==> src/rtl/bus_arbiter_2m.sv <==
// Two-master shared-bus controller: round-robin grant FSM with bounded tenure,
// shared address/write/data mux, page decode into two slave selects, and read return.
module bus_arbiter_2m #(
  parameter logic [7:0] S0_PAGE  = 8'h00,
  parameter logic [7:0] S1_PAGE  = 8'h07,
  parameter int         MAX_HOLD = 16
) (
  input  logic        clk,
  input  logic        reset,
  input  logic        m0_req,
  input  logic        m1_req,
  input  logic        m0_wr,
  input  logic        m1_wr,
  input  logic [15:0] m0_addr,
  input  logic [15:0] m1_addr,
  input  logic [31:0] m0_dout,
  input  logic [31:0] m1_dout,
  input  logic [31:0] s0_dout,
  input  logic [31:0] s1_dout,
  output logic        m0_grant,
  output logic        m1_grant,
  output logic        s_sel0,
  output logic        s_sel1,
  output logic [15:0] s_addr,
  output logic        s_wr,
  output logic [31:0] s_din,
  output logic [31:0] m_din
);

  localparam int HOLD_W = $clog2(MAX_HOLD);
  localparam logic [HOLD_W-1:0] HOLD_LAST = HOLD_W'(MAX_HOLD - 1);

  typedef enum logic [1:0] {
    IDLE = 2'd0,
    G0   = 2'd1,
    G1   = 2'd2
  } state_t;

  state_t              state_q, state_d;
  logic [HOLD_W-1:0]   hold_q, hold_d;
  logic                last_q, last_d;
  logic [1:0]          sel_q;
  logic                granted;
  logic                page0_hit;
  logic                page1_hit;

  // Arbitration: next grant, tenure count and round-robin pointer
  always_comb begin
    state_d = state_q;
    unique case (state_q)
      IDLE: begin
        if (m0_req && m1_req) state_d = last_q ? G0 : G1;
        else if (m0_req)      state_d = G0;
        else if (m1_req)      state_d = G1;
      end
      G0: begin
        if (!m0_req)                           state_d = m1_req ? G1 : IDLE;
        else if (m1_req && hold_q == HOLD_LAST) state_d = G1;
      end
      G1: begin
        if (!m1_req)                           state_d = m0_req ? G0 : IDLE;
        else if (m0_req && hold_q == HOLD_LAST) state_d = G0;
      end
      default: state_d = IDLE;
    endcase

    // Saturating at HOLD_LAST lets an uncontested owner keep the bus while a
    // newly arriving requester still gets it on the very next edge.
    hold_d = hold_q;
    if (state_d != state_q)                          hold_d = '0;
    else if (state_q != IDLE && hold_q != HOLD_LAST) hold_d = hold_q + 1'b1;

    last_d = last_q;
    if (state_d == G0)      last_d = 1'b0;
    else if (state_d == G1) last_d = 1'b1;
  end

  always_ff @(posedge clk or posedge reset) begin
    if (reset) begin
      state_q <= IDLE;
      hold_q  <= '0;
      last_q  <= 1'b1;
      sel_q   <= 2'b00;
    end else begin
      state_q <= state_d;
      hold_q  <= hold_d;
      last_q  <= last_d;
      sel_q   <= {s_sel1, s_sel0};
    end
  end

  // Shared bus drive and decode, combinational from the grant state
  always_comb begin
    m0_grant = (state_q == G0);
    m1_grant = (state_q == G1);
    granted  = m0_grant | m1_grant;
    s_addr   = 16'h0000;
    s_wr     = 1'b0;
    s_din    = 32'h0000_0000;
    if (m0_grant) begin
      s_addr = m0_addr;
      s_wr   = m0_wr;
      s_din  = m0_dout;
    end else if (m1_grant) begin
      s_addr = m1_addr;
      s_wr   = m1_wr;
      s_din  = m1_dout;
    end
    page0_hit = (s_addr[15:8] == S0_PAGE);
    page1_hit = (s_addr[15:8] == S1_PAGE);
    s_sel0    = granted & page0_hit;
    s_sel1    = granted & page1_hit & ~page0_hit;
  end

  // Read return follows the select of the previous cycle
  always_comb begin
    unique case (sel_q)
      2'b01:   m_din = s0_dout;
      2'b10:   m_din = s1_dout;
      default: m_din = 32'h0000_0000;
    endcase
  end

endmodule

==> config.mk <==
export PLATFORM = sky130hd
export DESIGN_NAME = bus_arbiter_2m
export DESIGN_NICKNAME = d
export VERILOG_FILES = /design/src/rtl/bus_arbiter_2m.sv
export SDC_FILE = /design/constraint.sdc
export NUM_CORES = 1
export LEC_CHECK = 0
export CORE_AREA = 2 2 98 100
export CTS_CLUSTER_DIAMETER = 120
export DETAILED_ROUTE_END_ITERATION = 16
export DIE_AREA = 0 0 100 102
export GPL_TIMING_DRIVEN = 0
export HOLD_SLACK_MARGIN = 0.08
export PLACE_DENSITY_LB_ADDON = 0.3
export SYNTH_ARGS = -nofsm -noshare
export SYNTH_HDL_FRONTEND = slang
export SYNTH_SLANG_ARGS = --single-unit
export TNS_END_PERCENT = 1
==> constraint.sdc <==
create_clock -name clk -period 2.3 [get_ports clk]
set_input_delay 0.23 -clock clk [delete_from_list [all_inputs] [get_ports clk]]
set_output_delay 0.23 -clock clk [all_outputs]
set_load 0.03 [all_outputs]
# After elaboration in Yosys (flattened, before gate mapping)

Index checks and enable logic that the tools add are counted.

Bits in registers: 9

Add/sub/neg operators: 1
Equal/unequal tests: 10
Mux-type cells: 22
Bitwise logic cells: 5
Reduce and logical (&&, ||, !) cells: 9

Operator list:

| operator              | number |
|---|---|
| $mux W32              | 2 |
| $pmux W32 S2          | 1 |
| $mux W16              | 2 |
| $mux W2               | 9 |
| $eq A8 B3 Y1 const B  | 1 |
| $logic_not A8 Y1      | 1 |
| $mux W4               | 2 |
| $eq A2 B1 Y1 const B  | 3 |
| $eq A2 B2 Y1 const B  | 3 |
| $pmux W2 S3           | 1 |
| $reduce_bool A2 Y1    | 3 |
| $mux W1               | 5 |
| $add A4 B1 Y4 const B | 1 |
| $eq A4 B4 Y1 const B  | 1 |
| $logic_and A1 B1 Y1   | 4 |
| $ne A4 B4 Y1 const B  | 1 |
| $and A1 B1 Y1         | 3 |
| $logic_not A2 Y1      | 1 |
| $ne A2 B2 Y1          | 1 |
| $not A1 Y1            | 1 |
| $or A1 B1 Y1          | 1 |

# Logic depth before layout (Yosys ltp)

Word-level depth: 8
Mapped depth: 9
Depth with buffers taken out: 8

# Worst setup path before layout

Ideal clock, no wire load.

Path type: register to output
Start: register state_q[1]
End: output s_sel0
Arrival: 2094 ps
Required time: 2070 ps
Slack: -24 ps
Stages on the path, launching flop included: 7
Cells stage by stage: dfrtp_1 -> inv_1 -> ha_1 -> buf_6 -> a22o_1 -> nor4_2 -> and4_1

Elaborated cells between the ends (all ways): 7

RTL lines:

| what                   | line | source |
|---|---|---|
| from (decl)            | 39   | `state_t state_q, state_d;` |
| from (signal assigned) | 85   | `state_q <= state_d;` |
| $eq A2 B1 Y1           | 94   | `m0_grant = (state_q == G0);` |
| named net m0_grant     | 20   | `output logic m0_grant,` |
| $mux W16               | 100  | `if (m0_grant) begin` |
| named net s_addr[11]   | 24   | `output logic [15:0] s_addr,` |
| $logic_not A8 Y1       | 109  | `page0_hit = (s_addr[15:8] == S0_PAGE);` |
| $and A1 B1 Y1          | 111  | `s_sel0 = granted & page0_hit;` |
| to (decl)              | 22   | `output logic s_sel0,` |

The timed path passes the listed nets, and every way through them passes these cells.

# Final worst setup path

Start: register state_q[1]
End: output s_sel0

Longest elaborated chain between the ends: 5
Elaborated cells between the ends (all ways): 7

Ends and longest elaborated chain:

| what             | line | source |
|---|---|---|
| $eq A2 B2 Y1     | 95   | `m1_grant = (state_q == G1);` |
| $mux W16         | 104  | `end else if (m1_grant) begin` |
| $mux W16         | 100  |  |
| $logic_not A8 Y1 | 109  |  |
| $and A1 B1 Y1 *  | 111  |  |

Mark *: on every way between the ends. The rest lies on a longest branch, timed or not.

==> metrics.txt <==
# TYPE chip_impl_metric gauge
chip_impl_metric{name="cts_max_level",unit=""} 1
chip_impl_metric{name="antenna_found_initial",unit=""} 0
chip_impl_metric{name="violation_count_after_the_first_detailed_route_iteration",unit=""} 78
chip_impl_info{name="violated_checks",value="setup timing"} 1
chip_impl_metric{name="cellLeakagePower",unit="nW"} 1.93
chip_impl_metric{name="boundaryPins",unit=""} 251
chip_impl_info{name="critPathMostFrequentCell",value="buf_6"} 1
chip_impl_metric{name="nNetsFinal",unit=""} 654
chip_impl_metric{name="number_of_clock_sinks_seen_by_cts",unit=""} 9
chip_impl_info{name="ys_dominant_reg_cell",value="dfrtp_1"} 1
chip_impl_metric{name="detailedPlacementHpwl",unit="um"} 8490
chip_impl_metric{name="fmax",unit="MHz"} 428
chip_impl_metric{name="hold_viol_final",unit=""} 0
chip_impl_metric{name="slew_viol_final",unit=""} 0
chip_impl_info{name="synth.largest_area_cell",value="a22o_1"} 1
chip_impl_metric{name="async_sr_flop_fraction",unit="%"} 100
chip_impl_metric{name="via_per_inst",unit=""} 4.83
chip_impl_metric{name="clk_latency",unit="ns"} 0.23
chip_impl_metric{name="largest_driver_fanout_on_the_critical_path",unit=""} 4
chip_impl_metric{name="critPathArrivalTime",unit="ns"} 2.10
chip_impl_metric{name="setup_viol",unit=""} 2
chip_impl_info{name="netlist_top_cells_area",value="a22o_1 (24%), a22oi_1 (16%), dfrtp_1 (12%)"} 1
chip_impl_metric{name="chipWidth",unit="um"} 100
chip_impl_metric{name="cts_buffer_depth",unit=""} 2
chip_impl_metric{name="p_clk_share",unit="%"} 4.7
chip_impl_metric{name="worst_max_slew_pin_slew",unit="ns"} 0.478
chip_impl_metric{name="largest_net_degree_at_the_start_of_global_routing",unit=""} 11
chip_impl_metric{name="regArea",unit="um^2"} 229
chip_impl_metric{name="syn-num-nets",unit=""} 389
chip_impl_info{name="clk_root_buffer_cell",value="clkbuf_8"} 1
chip_impl_metric{name="setup_slack_of_the_worst_register_to_register_path",unit="ns"} 0.25
chip_impl_metric{name="drt_drc_violations_left",unit=""} 0
chip_impl_metric{name="grt_remaining_overflow",unit=""} 0
chip_impl_info{name="critPathKind",value="flip-flop to primary output"} 1
chip_impl_metric{name="combPwrFrac",unit="%"} 88.5
chip_impl_metric{name="worst_slack",unit="ns"} -0.0339
chip_impl_metric{name="gr-usage-all-layers",unit="%"} 17.2
chip_impl_metric{name="cellInternalPower",unit="W"} 0.00180
chip_impl_info{name="hold_path_class",value="input port to async pin"} 1
chip_impl_metric{name="insertedDiodeCount",unit=""} 0
chip_impl_metric{name="row_count",unit=""} 35
chip_impl_metric{name="synthesis.yosys.warnings",unit=""} 0
chip_impl_metric{name="die_area",unit="um^2"} 10200
chip_impl_metric{name="synth_edf_count",unit=""} 0
chip_impl_metric{name="yosys_register_bits",unit=""} 9
chip_impl_metric{name="postRouteWirelength",unit="um"} 9950
chip_impl_metric{name="net-switching-power",unit="W"} 0.00198
chip_impl_metric{name="max_stage_delay",unit="ns"} 0.45
chip_impl_metric{name="fin_crit",unit="ns"} 2.33
chip_impl_metric{name="fin_worst_skew",unit="ns"} 0.000524
chip_impl_metric{name="synth_cell_type_count",unit=""} 38
chip_impl_metric{name="area_growth",unit="%"} 172
chip_impl_metric{name="timing.max_slew.rel_slack",unit="%"} 68.1
chip_impl_metric{name="detail-route-antenna-nets",unit=""} 0
chip_impl_metric{name="path_clk_slew",unit="ns"} 0.04
chip_impl_metric{name="syn_inst",unit=""} 215
chip_impl_metric{name="power.share.sequential",unit="%"} 6.8
chip_impl_metric{name="finalPower",unit="W"} 0.00378
chip_impl_info{name="cp-start-kind",value="flip-flop"} 1
chip_impl_metric{name="ratio_of_cells_with_drive_above_1_in_the_final_layout",unit="%"} 18.2
chip_impl_metric{name="first_global_vias",unit=""} 2744
chip_impl_metric{name="wire_per_inst",unit="um"} 16.9
chip_impl_info{name="netlist_top_cells_count",value="a22o_1 (44), a22oi_1 (35), nor2_1 (35), inv_1 (11)"} 1
chip_impl_metric{name="first_pass_grt_wire_length",unit="um"} 14000
chip_impl_info{name="cpMaxStageDelayCell",value="dfrtp_2"} 1
chip_impl_metric{name="power.switching_fraction",unit="%"} 52.5
chip_impl_metric{name="number_of_cts_inserted_buffers",unit=""} 3
chip_impl_metric{name="post-synth-top-area-fraction",unit="%"} 23.5
chip_impl_info{name="run_status",value="finished with violations"} 1
chip_impl_metric{name="post_synth_instance_area",unit="um^2"} 1640
chip_impl_metric{name="ys_seq_area_share",unit="%"} 13.8
chip_impl_metric{name="worst_vdd_drop",unit="mV"} 0.522
chip_impl_metric{name="cp_data_required_time",unit="ns"} 2.07
chip_impl_info{name="setup_repair_after_global_routing_missed_its_margin",value="yes"} 1
chip_impl_metric{name="chipHeight",unit="um"} 102
chip_impl_metric{name="avgSynthCellArea",unit="um^2"} 7.61
chip_impl_metric{name="route.vias.total",unit=""} 2849
chip_impl_metric{name="cap_viol_max_count",unit=""} 0
chip_impl_metric{name="initial_utilization",unit="%"} 18.0
chip_impl_metric{name="hold_slack",unit="ns"} 0.264
chip_impl_metric{name="place.port_buffers",unit=""} 250
chip_impl_info{name="timing.critical_path.cells",value="inv_2 > ha_4 > nor2b_4 > buf_6 > a221o_1 > nor4_4 > and4_4 > buf_6"} 1
chip_impl_metric{name="multiInputGateArea",unit="um^2"} 1320
chip_impl_info{name="most_common_cell_in_the_synthesized_netlist",value="a22o_1"} 1
chip_impl_metric{name="p_per_area",unit="nW/um^2"} 849
chip_impl_info{name="tritoncts",value="yes"} 1
chip_impl_metric{name="layout_worst_path_cycle_share",unit="%"} 101
chip_impl_metric{name="fill_count",unit=""} 913
chip_impl_metric{name="drt-pass1-iter-count",unit=""} 4
chip_impl_info{name="cp-end-kind",value="primary output"} 1
chip_impl_metric{name="postPlaceCellArea",unit="um^2"} 4280
chip_impl_metric{name="dp_worst_setup_slack",unit="ns"} -0.626
chip_impl_metric{name="core_area",unit="um^2"} 9110
chip_impl_metric{name="gpl.final_weighted_congestion",unit=""} 0.755
chip_impl_metric{name="area_of_all_placed_cells_without_fillers",unit="um^2"} 4450
[placed cells by master, fill, tap and decap left out, drive strengths merged, types with 2 or more instances in the layout]
| cell | Yosys | routed |
|---|---|---|
| clkbuf | 9 | 17 |
| inv | 11 | 11 |
| a21oi | 2 | 2 |
| dfrtp | 8 | 8 |
| clkdlybuf4s50 | 0 | 168 |
| and4 | 3 | 3 |
| nand2 | 6 | 6 |
| nor2b | 3 | 3 |
| o21ai | 3 | 3 |
| a22o | 44 | 44 |
| nand4 | 2 | 2 |
| nor4 | 5 | 5 |
| buf | 11 | 26 |
| nor2 | 35 | 35 |
| nand3b | 6 | 6 |
| clkdlybuf4s15 | 0 | 33 |
| mux2i | 5 | 5 |
| dlygate4sd2 | 0 | 38 |
| ha | 8 | 8 |
| dlymetal6s2s | 0 | 2 |
| a221o | 2 | 2 |
| a31oi | 2 | 2 |
| a22oi | 35 | 35 |
[timing repair]
item,4_1_cts,5_1_grt
hold buffers,0,0
pin swaps,1,6
setup endpoints to repair,82,47
gates resized for setup,183,30
setup buffers,3,7
[layout make-up]
class,instances,area share [%]
flip-flops and latches,9,5.15
plain buffers,20,2.92
clock buffers,4,1.01
inverters,11,0.928
well taps,111,3.12
repair buffers,260,57.2
multi-input cells,175,29.7
[power by group through the flow]
stage                     registers (W)  logic, W  clock network (W)
after detailed placement       0.000264   0.00326                  0
after floorplan                0.000245   0.00191                  0
after CTS                      0.000249   0.00322           0.000185
after global routing           0.000261   0.00356           0.000195
final                          0.000256   0.00334           0.000179
after global placement         0.000261   0.00323                  0
[flip-flops by register name, summed over array words and instances, names as in the netlist]
name and flops:
hold_q 4, last_q 1, sel_q 2, state_q 2
[per-stage QoR]
step                instances  setup TNS (ns)  utilization, %
floorplan                 215         -0.0237               -
global placement          576          -11.65            47.0
detailed placement        576          -12.48            47.0
CTS                       583          -0.249            48.0
global route              590          -0.336            48.8
finish                    590         -0.0496            48.8
[cell families after synthesis]
family                     count (synthesis)  synth area share, %
muxes                                      5                 3.06
xor gates and xnor gates                   1                0.535
AOI/OAI and AO/OA                         94                 46.5
adders and majority gates                  8                 6.12
DFF                                        9                 13.8
and+or+nand+nor                           67                 21.3
buffers and inverters                     31                 8.72
[critical path: cells and delay by family, from the launching register on]
family | cells | cell delay [ns]
flip-flops | 1 | 0.45
buffers and inverters | 3 | 0.36
AO/OA/AOI/OAI | 1 | 0.34
AND/OR/NAND/NOR | 3 | 0.57
adder cells (fa/ha/maj) | 1 | 0.17
[routing by layer]
metal	up-vias	global-route usage (%)	part of all wire, %
met3	6	5.06	10
li1	1375	-	-
met5	-	0	0
met1	1297	19.1	37
met4	0	2.85	0.94
met2	171	33.1	52
[final timing paths]
kind | start | to | cells after the start
max | state_q[1] | s_sel0 | 8
min | reset | sel_q[1] | 2
max reg2reg | state_q[1] | last_q | 8
min reg2reg | last_q | last_q | 2
max in group asynchronous | reset | last_q | 2
min in group clk | last_q | last_q | 2
(Power assumes the default switching activity.)
==> edit 1: new RTL, config.mk and constraints unchanged <==
Encoding of `state_t`: now one-hot (3 bits for 3 states).
--- a/src/rtl/bus_arbiter_2m.sv
+++ b/src/rtl/bus_arbiter_2m.sv
@@ -32,6 +32,6 @@
 
-  typedef enum logic [1:0] {
-    IDLE = 2'd0,
-    G0   = 2'd1,
-    G1   = 2'd2
+  typedef enum logic [2:0] {
+    IDLE = 3'b001,
+    G0   = 3'b010,
+    G1   = 3'b100
   } state_t;
Behaviour: no difference found for any inputs over 10 cycles, from zero or initial values and one cycle with reset high; not proved beyond that.
==> edit 1 against the original RTL <==
The run still ends with negative setup slack left; cell area fell by 6.0%; routed wire length fell by 7.3%; sequential cell count rose by 1; critical path type unchanged; critical path depth fell by 1; fmax rose by 0.52%; worst hold slack got worse by 0.0095 ns; die area did not move; area after synthesis fell by 2.8%; cell count fell by 3.2%; register-to-register slack improved by 0.27 ns; sequential power rose by 4%; setup slack improved by 0.012 ns; largest cell class unchanged; total power fell by 31%.
==> edit 1: results (changes against the original RTL) <==
* GPL Wtd Cong at 0.877 (+16%)
* Port Buffers at 249 (-0.40%)
* Final WS setup at -0.0218 ns (+0.0121 ns)
* R2R Path Start: hold_q[0]
* Pre-CTS worst setup slack at -0.249 ns (+0.377 ns)
* Metal3 WL at 961 um (-4.9%)
* Endpoints failing setup at 1 (-1)
* First-pass GRT wire length at 13.1 mm (-6.1%)
* WL final at 9.22 mm (-7.3%)
* Synth cell count leaders: a22o_1 (42), nor2_1 (42), a22oi_1 (39)
* Worst-path fanout max at 10 (+6)
* Final Non-Filler Cells at 571 (-3.2%)
* Synth area leaders: a22o_1 (23%), a22oi_1 (18%), dfrtp_1 (13%)
* Final core utilization at 45.9% (-3.0 points)
* Outcome: complete, but fails checks
* CP Launch Point: state_q[2]
* Failing checks: negative setup slack
* Layout cells sized above 1 at 16.5% (-1.6 points)
* Post-CTS Resized at 137 (-25%)
* Complex-gate fraction of the synthesized area at 45.9% (-0.61 points)
* Nets@finish at 631 (-3.5%)
* Vias in the first global route at 2642 (-3.7%)
* Area after DPL at 0.00422 mm^2 (-1.3%)
* Met1 global-route usage at 16.3% (-2.8 points)
* Wl on met1 at 3.12 mm (-15%)
* Crit path to: s_sel1
* Setup TNS at -0.0218 ns (+0.0278 ns)
[edit 1: cell count changes after synthesis, moves of 4 or more]
cell	change
mux2i_1	-4
inv_1	-5
nor2_1	+7
ha_1	-5
nand3b_1	-4
a22oi_1	+4
[edit 1: worst max-delay path, cell delays in order, from the launching register on]
cell and delay (ns):
dfrtp_1 0.36, buf_4 0.18, nor2b_2 0.19, a22oi_1 0.14, nor2_1 0.07, nor4_1 0.33
and4_1 0.26, clkdlybuf4s15_2 0.32
[edit 1: final cells by class]
| class | instances | share of cell area, % |
|---|---|---|
| Clock buffer | 3 | 0.988 |
| Timing Repair Buffer | 249 | 57.3 |
| Tap cell | 111 | 3.32 |
| Buffer | 23 | 3.08 |
| Multi-Input combinational cell | 169 | 28.8 |
| Inverter | 6 | 0.539 |
| Sequential cell | 10 | 6.05 |
[edit 1: power breakdown]
part / total [uW] / switching (uW) / internal, uW
registers: 267 / 30.0 / 237
clock network: 180 / 65.9 / 114
logic: 2150 / 1220 / 924
==> edit 2: new RTL, same settings <==
Made on the original files. The parameter `MAX_HOLD` goes from 16 to 32.
--- a/src/rtl/bus_arbiter_2m.sv
+++ b/src/rtl/bus_arbiter_2m.sv
@@ -5,3 +5,3 @@
   parameter logic [7:0] S1_PAGE  = 8'h07,
-  parameter int         MAX_HOLD = 16
+  parameter int         MAX_HOLD = 32
 ) (
Function: same outputs for any inputs over 10 cycles, from zero or initial values and one cycle with reset high; that may be too few to reach the edited logic, so the function may still have changed.
==> edit 2 against the original RTL <==
The flow still finishes with violations (negative setup slack); utilization shrank 0.36 points; die area is the same; total power grew 3.2%; via count fell by 1.9%; setup slack worse by 0.078 ns; cell count down 1.4%; non-clock buffer count down 5; combinational power up 3%; sequential cell count up 1; worst hold slack gained 0.011 ns; cell area shrank 0.73%; routed wire length is 0.92% lower; area after synthesis shrank 0.31%; critical path type unchanged.
==> edit 2: results (changes against the original RTL) <==
* Outcome: complete, but fails checks
* Failing checks: negative setup slack
* First-pass GRT wire length at 13.5 mm (-3.1%)
* Endpoints failing setup at 2 (unchanged)
* Switching power at 2080 uW (+4.7%)
* DR WL/cell at 16.9 um (+0.44%)
* Metal2 WL at 5.07 mm (-2.4%)
* Number of post-CTS setup repair buffers at 2 (-1)
* Non-clock buffer share at 60.4% (+0.33 points)
* Synth area leaders: a22o_1 (26%), a22oi_1 (17%), dfrtp_1 (14%)
* Worst-margin pin slew at 0.426 ns (-0.0520 ns)
* Yosys cell types at 34 (-11%)
* Crit-path max cell delay at 0.42 ns (-0.03 ns)
* Final WS setup at -0.111 ns (-0.0775 ns)
* GR Layer Usage met2 at 31.9% (-1.2 points)
* Post-CTS Resized at 196 (+7.1%)
* CP Launch Point: state_q[0]
* GPL Wtd Cong at 0.842 (+12%)
* Pre-CTS worst setup slack at -0.600 ns (+0.0259 ns)
* VDD IR max at 554 uV (+6.3%)
* Syn Nets at 388 (-0.26%)
* 1st-iter DRT viols at 92 (+18%)
* Non-clk bufs at 275 (-1.8%)
* Met3 GRT Util at 4.72% (-0.34 points)
* Pleak at 0.00189 uW (-2.2%)
* Placed wire-length estimate at 8.36 mm (-1.5%)
* Synth cell count leaders: a22o_1 (48), a22oi_1 (36), nor2_1 (34)
* Multi-input combinational cell area at 0.00127 mm^2 (-4.0%)
* Depth of the most critical reg-to-reg path at 9 (+1)
* Total Routing Usage GR at 16.7% (-0.58 points)
edit 2: logic make-up after synthesis:
| group | Yosys count | share of synthesized area (%) |
|---|---|---|
| muxes | 4 | 2.45 |
| adders and majority gates | 9 | 6.90 |
| xor gates and xnor gates | 4 | 2.15 |
| AOI/OAI and AO/OA | 96 | 47.7 |
| DFF | 10 | 15.4 |
| and+or+nand+nor | 58 | 16.9 |
| buffers and inverters | 32 | 8.44 |
edit 2: power by group through the flow:
| stage | registers, uW | clock network [uW] | logic (uW) |
|---|---|---|---|
| after global routing | 277 | 202 | 3650 |
| after CTS | 278 | 193 | 3410 |
| after global placement | 283 | 0 | 3420 |
| final | 273 | 186 | 3440 |
| after detailed placement | 287 | 0 | 3440 |
| after floorplan | 267 | 0 | 2050 |
edit 2: metrics by stage:
step	std cells	util [%]
2_1_floorplan	213	-
3_3_place_gp	574	47.0
3_5_place_dp	574	47.0
4_1_cts	580	48.1
5_1_grt	582	48.5
6_report	582	48.5
